**config.mk**
```make
export PLATFORM = sky130hd
export DESIGN_NAME = comparador_serie_d_i_flat
export DESIGN_NICKNAME = d
export VERILOG_FILES = /design/src/rtl/comparador_serie_d_i_if.sv /design/src/rtl/comparador_serie_d_i.sv /design/src/flat_wrapper.sv
export SDC_FILE = /design/constraint.sdc
export NUM_CORES = 1
export LEC_CHECK = 0
export ABC_AREA = 1
export CORE_AREA = 2 2 54 56
export CTS_CLUSTER_SIZE = 16
export DETAILED_ROUTE_END_ITERATION = 7
export DIE_AREA = 0 0 56 58
export HOLD_SLACK_MARGIN = 0.05
export PLACE_DENSITY = 0.73
export SLEW_MARGIN = 40
export SYNTH_ARGS = -nofsm -noshare
export SYNTH_HDL_FRONTEND = slang
export SYNTH_SLANG_ARGS = --single-unit
```
**constraint.sdc**
```tcl
create_clock -name clk -period 1.7 [get_ports clk]
set_input_delay 0.34 -clock clk [delete_from_list [all_inputs] [get_ports clk]]
set_output_delay 0.34 -clock clk [all_outputs]
set_load 0.005 [all_outputs]
```
**src/rtl/comparador_serie_d_i_if.sv**
```systemverilog
// Request/result bus of the bit-serial comparator.
//   start, modo, a_in, b_in : request issued by the master (word pair + mode)
//   ocupado, listo, resultado : status and result returned by the slave
interface comparador_serie_d_i_if #(
   parameter int unsigned N = 8
);
   logic         start;
   logic         modo;
   logic [N-1:0] a_in;
   logic [N-1:0] b_in;
   logic         ocupado;
   logic         listo;
   logic         resultado;

   modport master (
      output start, modo, a_in, b_in,
      input  ocupado, listo, resultado
   );

   modport slave (
      input  start, modo, a_in, b_in,
      output ocupado, listo, resultado
   );
endinterface

```
**src/rtl/comparador_serie_d_i.sv**
```systemverilog
// Bit-serial unsigned magnitude comparator, LSB first.
// Loads A/B on start, shifts one bit per clock while tracking the borrow of
// A - B - modo, then presents the MSB and running borrow to an external final
// cell and captures its p_x answer as the result (1 iff A >= B + modo).
// Ports:
//   clk, rst_n : clock, asynchronous active-low reset
//   bus        : request/result bus (slave side)
//   p_x        : final cell output (combinational from a_p/b_p/x_p)
//   a_p, b_p   : current A/B bit (LSB of the shift registers)
//   x_p        : current borrow state
//   ultimo     : MSB is being presented to the final cell
module comparador_serie_d_i #(
   parameter int unsigned N = 8
) (
   input  logic                   clk,
   input  logic                   rst_n,
   comparador_serie_d_i_if.slave  bus,
   input  logic                   p_x,
   output logic                   a_p,
   output logic                   b_p,
   output logic                   x_p,
   output logic                   ultimo
);

   localparam int unsigned CW = (N > 2) ? $clog2(N) : 1;

   typedef enum logic [1:0] {
      REPOSO   = 2'd0,
      DESPLAZA = 2'd1,
      FINAL    = 2'd2
   } estado_t;

   estado_t       r_estado;
   logic [N-1:0]  r_sa;
   logic [N-1:0]  r_sb;
   logic          r_x;
   logic [CW-1:0] r_cnt;
   logic          r_resultado;
   logic          r_listo;
   logic          w_borrow;

   // Borrow-out of a - b - x for the bit currently at the LSB.
   assign w_borrow = (~r_sa[0] & r_sb[0]) | (~r_sa[0] & r_x) | (r_sb[0] & r_x);

   // Main sequencer: load, shift N-1 intermediate bits, hand MSB to final cell.
   always_ff @(posedge clk or negedge rst_n) begin
      if (!rst_n) begin
         r_estado    <= REPOSO;
         r_sa        <= '0;
         r_sb        <= '0;
         r_x         <= 1'b0;
         r_cnt       <= '0;
         r_resultado <= 1'b0;
         r_listo     <= 1'b0;
      end else begin
         r_listo <= 1'b0;
         case (r_estado)
            REPOSO: begin
               if (bus.start) begin
                  r_sa     <= bus.a_in;
                  r_sb     <= bus.b_in;
                  r_x      <= bus.modo;
                  r_cnt    <= '0;
                  r_estado <= DESPLAZA;
               end
            end
            DESPLAZA: begin
               r_x   <= w_borrow;
               r_sa  <= {1'b0, r_sa[N-1:1]};
               r_sb  <= {1'b0, r_sb[N-1:1]};
               r_cnt <= r_cnt + CW'(1);
               // After N-1 shifts the MSB sits at the LSB position.
               if (r_cnt == CW'(N - 2)) begin
                  r_estado <= FINAL;
               end
            end
            FINAL: begin
               r_resultado <= p_x;
               r_listo     <= 1'b1;
               r_estado    <= REPOSO;
            end
            default: begin
               r_estado <= REPOSO;
            end
         endcase
      end
   end

   assign a_p           = r_sa[0];
   assign b_p           = r_sb[0];
   assign x_p           = r_x;
   assign ultimo        = (r_estado == FINAL);
   assign bus.ocupado   = (r_estado == DESPLAZA) || (r_estado == FINAL);
   assign bus.listo     = r_listo;
   assign bus.resultado = r_resultado;

endmodule

```
**src/flat_wrapper.sv**
```systemverilog
// flat-port wrapper written by rule: the top's interface ports become plain ports
module comparador_serie_d_i_flat 
#(
   parameter int unsigned N = 8
)
  (clk, rst_n, p_x, a_p, b_p, x_p, ultimo, bus_start, bus_modo, bus_a_in, bus_b_in, bus_ocupado, bus_listo, bus_resultado);
  comparador_serie_d_i_if #(.N(N)) bus_i ();
  input  logic clk;
  input  logic rst_n;
  input  logic p_x;
  output logic a_p;
  output logic b_p;
  output logic x_p;
  output logic ultimo;
  input wire logic [$bits(bus_i.start)-1:0] bus_start;
  input wire logic [$bits(bus_i.modo)-1:0] bus_modo;
  input wire logic [$bits(bus_i.a_in)-1:0] bus_a_in;
  input wire logic [$bits(bus_i.b_in)-1:0] bus_b_in;
  output wire logic [$bits(bus_i.ocupado)-1:0] bus_ocupado;
  output wire logic [$bits(bus_i.listo)-1:0] bus_listo;
  output wire logic [$bits(bus_i.resultado)-1:0] bus_resultado;
  assign bus_i.start = bus_start;
  assign bus_i.modo = bus_modo;
  assign bus_i.a_in = bus_a_in;
  assign bus_i.b_in = bus_b_in;
  assign bus_ocupado = bus_i.ocupado;
  assign bus_listo = bus_i.listo;
  assign bus_resultado = bus_i.resultado;
  comparador_serie_d_i #(.N(N)) u_core (.clk(clk), .rst_n(rst_n), .bus(bus_i), .p_x(p_x), .a_p(a_p), .b_p(b_p), .x_p(x_p), .ultimo(ultimo));
endmodule
```
==> impl_results.md <==
* Clock Sinks at 24
* Cells after synthesis at 165
* Die Y-Extent at just under 60 µm
* Tightest Pin Transition at 0.320 ns
* CP endpoint kind: primary output
* Port buffer count at 27
* Worst Path Arrival at between 1 and 1.5 ns
* Lkg Pwr at 0.872 nW
* CTS buffer count at 3
* Initial Utilization at 0.478
* Register area share after synthesis at 0.472
* Worst Clk Skew at 0.00835 ns
* Synthesis-stage register bit count at 24
* Max-cap viol count at 0
* Final hold vios at 0
* First-pass detailed-route iteration total at 4
* Largest stage delay on the critical path at 0.42 ns
* Sum Neg Setup Slack at 0 ns
* Clk_lat worst skew at 0.32 ns
* Num rows at 19
* Largest net degree at the start of global routing at 25
* GRT overflow at 0
* Post-Syn Area at 0.00127 mm²
* Synth cell count leaders: nand2_1, dfrtp_1, nand3_1, inv_1, ha_1
* Asr flop ratio synth at 1.00
* Worst EP required at 1.36 ns
* Max H-tree Level at 1
* Max Root-Sink Buffers at 2
* Status: finished clean
* Ys flop type: dfrtp_1
* Vias in the first global route at 1079
* Yosys top cell area share at 0.472
* Flop-to-flop setup slack at 0.16 ns
* Antenna violations before repair at 0
* DRC at 0
* Area delta synth->final at 26.7%
* Fillers at between 200 and 300
* Setup Crit Path Kind: reg -> out
* Yosys warns at 0
* CTS root buf: clkbuf_4
* First-pass GRT wire length at approximately 4.6 mm
* Nets at between 200 and 250
* Minimum clock period at 1.64 ns
* Worst vdd ir at 0.000983 V
* Final Max Slew Viols at 0
* CP max stage cell: dfrtp_1
* Placement Setup Slack at ~0.17 ns
* Hold Path Class: in -> async
* Max Freq at 608 MHz
* CTS Hold Bufs at 0
* Hpwl dp at 1.85 mm
* Vias at between 1000 and 1500
* Post-route ant nets at 0
* Chip Width at 56 µm
* Worst path cell trace: inv_2 > ha_1 > dlygate4sd2_1
* Worst Path Buf+Inv at 2
* Most frequent cell after synthesis: nand2_1
* Antenna cells at 0
* Starting DRT DRC Count at between 50 and 60
* GPL Wtd Cong at 0.724
* Synth top area cells: dfrtp_1, nand2_1, nand3_1
* Max FO, Critical Path at 3
* Post-route setup slack at 0.0557 ns
* Count of different cell masters after synthesis at 18
* Dominant cell type by area after synthesis: dfrtp_1
* Unrepaired setup endpoints after global routing: false
* Final Cycle Share at 0.967
* Post-synth EDFFs at 0
* Via density at 5.07
* Layout cells sized above 1 at 0.0964
* Top Ports at 28
* Die Area at about 0.0032 mm²
* Routed wire per std cell at 11.8 µm
* Syn Nets at 191
* Drt total wl at 2.70 mm
* Syn_area_per_cell at 7.71 µm²
* Core Footprint at 0.00266 mm²
* CTS tree: yes
* Total global-route track usage at 0.178
* Critical Path Start Type: flip-flop
* Final setup violation count at 0
* CTS clk-pin slew, worst paths at 0.14 ns
* Cell family with most CP delay: flip-flops
* PwrDens at 1670 mW/mm²
* Slew HR at 0.787
==> what timing repair did <==
| action | 4_1_cts | 5_1_grt |
|---|---|---|
| setup buffers | 2 | 0 |
| gates resized for setup | 3 | 1 |
| setup endpoints to repair | 2 | 1 |
==> through the flow <==
step	cells	util	cell area, µm²	hold WS, ns	power (mW)
finish	228	0.606	1610	0.352	2.70
global route	228	0.606	1610	0.392	2.97
CTS	228	0.606	1610	0.361	2.71
detailed placement	222	0.586	1560	0.494	2.39
global placement	222	0.586	1560	0.492	2.34
floorplan	165	-	1270	0.0444	2.00
==> cells by family (layout without fill, tap and decap cells) <==
group	after synthesis	after routing	share of synthesized area
flip-flops	24	24	0.472
buffers and inverters	16	48	0.0747
AO/OA/AOI/OAI	5	5	0.0197
multiplexers	1	1	0.00885
AND/OR/NAND/NOR	114	114	0.376
adder cells (fa/ha/maj)	5	5	0.0492
==> sequential cells by signal (all words and copies together), names as in the netlist <==
signal	count
u_core.r_sa	8
u_core.r_sb	8
u_core.r_estado	2
u_core.r_cnt	3
u_core.x_p	1
u_core.bus.resultado	1
u_core.bus.listo	1
==> routing by layer <==
layer  global-route usage  vias up  part of all wire
met5                    0        -                 0
met4               0.0680        0            0.0074
met3               0.0223        6             0.042
met2                0.314       31              0.49
met1                0.226      537              0.46
li1                     -      581                 -
==> where the power goes <==
part | leakage [nW] | internal, mW | switching, mW
clock | 0.0210 | 0.131 | 0.180
combinational | 0.549 | 0.585 | 0.812
sequential | 0.302 | 0.835 | 0.154
==> area by class of cell <==
type | instances | area (µm²) | share of cell area
inverter | 10 | 37.5 | 0.0233
clock buffer | 4 | 36.3 | 0.0225
sequential | 24 | 601 | 0.372
tap | 31 | 38.8 | 0.0240
multi-input combinational | 125 | 579 | 0.359
timing repair buffer | 34 | 320 | 0.199
==> cell usage in the layout, fill, tap and decap left out, drive strengths merged <==
cell / count
o21ai: 5
nand2: 88
mux2: 1
nand3: 22
ha: 5
nand4: 2
dlygate4sd2: 2
inv: 10
buf: 7
clkdlybuf4s50: 25
dfrtp: 24
nor2: 2
clkbuf: 4
==> path summary, 6_finish.rpt <==
check                      depth (start not counted)                         end                           start
max                                                3                 bus_ocupado  u_core.r_estado[1]$_DFFE_PN0P_
min                                                2      u_core.x_p$_DFFE_PN0P_                           rst_n
max reg2reg                                        6  u_core.r_sb[0]$_DFFE_PN0P_  u_core.r_estado[0]$_DFFE_PN0P_
min reg2reg                                        2  u_core.r_sb[6]$_DFFE_PN0P_      u_core.r_sb[6]$_DFFE_PN0P_
max in group asynchronous                          2  u_core.r_sa[1]$_DFFE_PN0P_                           rst_n
min in group clk                                   2  u_core.r_sb[6]$_DFFE_PN0P_      u_core.r_sb[6]$_DFFE_PN0P_
Note: power is estimated with default switching activity, not from simulation.
==> RTL change, RTL diff (same settings) <==
Re-encode `estado_t` (3 values) as one-hot, 3 bits wide.
--- a/src/rtl/comparador_serie_d_i.sv
+++ b/src/rtl/comparador_serie_d_i.sv
@@ -24,10 +24,10 @@
 
    localparam int unsigned CW = (N > 2) ? $clog2(N) : 1;
 
-   typedef enum logic [1:0] {
-      REPOSO   = 2'd0,
-      DESPLAZA = 2'd1,
-      FINAL    = 2'd2
+   typedef enum logic [2:0] {
+      REPOSO   = 3'b001,
+      DESPLAZA = 3'b010,
+      FINAL    = 3'b100
    } estado_t;
 
    estado_t       r_estado;
Function: no difference found for any inputs over 10 cycles, from zero or initial values and one cycle with rst_n low; not proved beyond that.
==> RTL change against the unedited design <==
- cell area shrank 0.78%
- core utilization shrank 0.47 points
- fmax grew 0.10%
- setup slack gained 1.7 ps
- power shrank 15%
- sequential cell count grew 1
- area after synthesis shrank 0.49%
- routed wire length shrank 6.9%
==> RTL change: results (changes against the unedited design) <==
outcome = finished, final reports clean (unchanged)
Placer Congestion = 0.770 (was 0.724)
largest net degree at the start of global routing = 26 (was 25)
ant diodes = 0 (unchanged)
CTS Root Cell = clkbuf_4 (unchanged)
global-route wire length before repair = 4380 um (was 4580 um)
Critical Path Source = u_core.r_estado[0] (was u_core.r_estado[1])
Area contributors post-synth = dfrtp_1 (47%), nand2_1 (31%), nand2_4 (3.6%) (was dfrtp_1 (47%), nand2_1 (25%), nand3_1 (8.7%))
layout cells sized above 1 = 10.8% (was 9.64%)
HPWL Detailed = 1690 um (was 1850 um)
Clock Skews = 2.63 ps (was 8.35 ps)
CTS buffer count = 3 (unchanged)
R2R cell count = 7 (was 6)
sequential share of power = 43.2% (was 36.7%)
DRC violation total after the first TritonRoute iteration = 29 (was 55)
Vias/cell = 4.79 (was 5.07)
Routed Antenna Nets = 0 (unchanged)
Critical R2R Capture = u_core.r_cnt[1] (was u_core.r_sb[0])
Async SR Flop Fraction = 100% (unchanged)
clock slew at reported path FFs = 130 ps
path type of the worst min-delay path = in2async (unchanged)
final hold slack = 389 ps (was 352 ps)
largest stage delay on the critical path = 560 ps (was 420 ps)
CP max FO = 3 (unchanged)
initial antenna violation count = 0 (unchanged)
sequential cell area fraction in the yosys report = 49.5% (was 47.2%)
Synth top cells by count = nand2_1 (103), dfrtp_1 (24), nand3_1 (7), inv_1 (6), nand2_4 (4) (was nand2_1 (85), dfrtp_1 (24), nand3_1 (22), inv_1 (8), ha_1 (5))
Pwr per Cell Area = 1440 nW/um^2 (was 1670 nW/um^2)
Syn Area/Cell = 7.72 um^2 (was 7.71 um^2)
Max rail drop VDD = 812 uV (was 983 uV)
combinational share of power = 45.7% (was 51.8%)
CTS Buffer Depth = 2 (unchanged)
Largest regs = u_core.r_sa (8), u_core.r_sb (8) (was u_core.r_sa (8), u_core.r_sb (8), u_core.r_cnt (3))
number of global-route vias before repair = 1,049 (was 1,079)
warnings from Yosys = 0 (unchanged)
crit path to = bus_ocupado (unchanged)
Total Routing Usage GR = 16.6% (was 17.8%)
CP max stage cell = dfstp_2 (was dfrtp_1)
Cell Count, Final, Fillers Out = 226 (was 228)
clk_lat worst skew = 300 ps (was 320 ps)
H-tree levels = 1 (unchanged)
routed wire length = 2510 um (was 2700 um)
internal power = 1.37 mW (was 1.55 mW)
Synth cell types = 20 (was 18)
Synthesized Nets = 187 (was 191)
nets = 219 (was 224)
LEAKAGE = 0.860 nW (was 0.872 nW)
critical path arrival = 1300 ps (about the same)
Max-slew headroom = 78.8% (was 78.7%)
R2R setup slack = 160 ps (about the same)
[RTL change: cell count changes in the layout (fill, tap and decap cells not counted), sizes merged, moves of 2 or more]
cell,delta
nand3,-14
nand2,+19
ha,-3
o21ai,-2
buf,-2
[RTL change: metrics by stage]
| step | setup WS [ps] | TNS, ps | cell area (um^2) |
|---|---|---|---|
| final | 57.4 | 0 | 1600 |
| after global routing | -7.89 | -8.63 | 1600 |
| after CTS | 44.8 | 0 | 1590 |
| after detailed placement | 120 | 0 | 1540 |
| after global placement | 160 | 0 | 1540 |
| after floorplan | 423 | 0 | 1270 |
[RTL change: worst max-delay path, delay by kind of cell, from the launching register on]
family / cells / cell delay (ps)
simple gates: 2 / 120
flops: 1 / 560
buf+inv: 2 / 320
[RTL change: routing by layer]
layer	share of wire (%)	routed length (um)	vias up	track usage [%]
li1	-	-	558	-
met1	45	1140	498	20.8
met4	0.64	16	0	4.76
met5	0	0	-	0
met3	4.8	120	2	2.90
met2	49	1240	25	29.7
[RTL change: cell families (layout without fill, tap and decap cells)]
kind of cell    Yosys count  in the layout  synth area share (%)
xor+xnor                  1              1                 0.692
compound gates            4              4                  1.58
buf+inv                  14             45                  6.72
fa+ha+maj                 2              2                  1.98
simple gates            118            118                  39.5
flops                    25             25                  49.5
[RTL change: final cells by class]
class | count | area [um^2]
fillers | 252 | 1060
inverters | 9 | 36.3
well taps | 31 | 38.8
multi-input cells | 125 | 567
repair buffers | 32 | 305
clock buffers | 4 | 26.3
flip-flops and latches | 25 | 627
[RTL change: timing repair]
action	4_1_cts	5_1_grt
buffers inserted	2	1
gates resized for setup	5	1
endpoints found under the hold margin	0	0
pin swaps	0	0
setup endpoints to repair	2	2
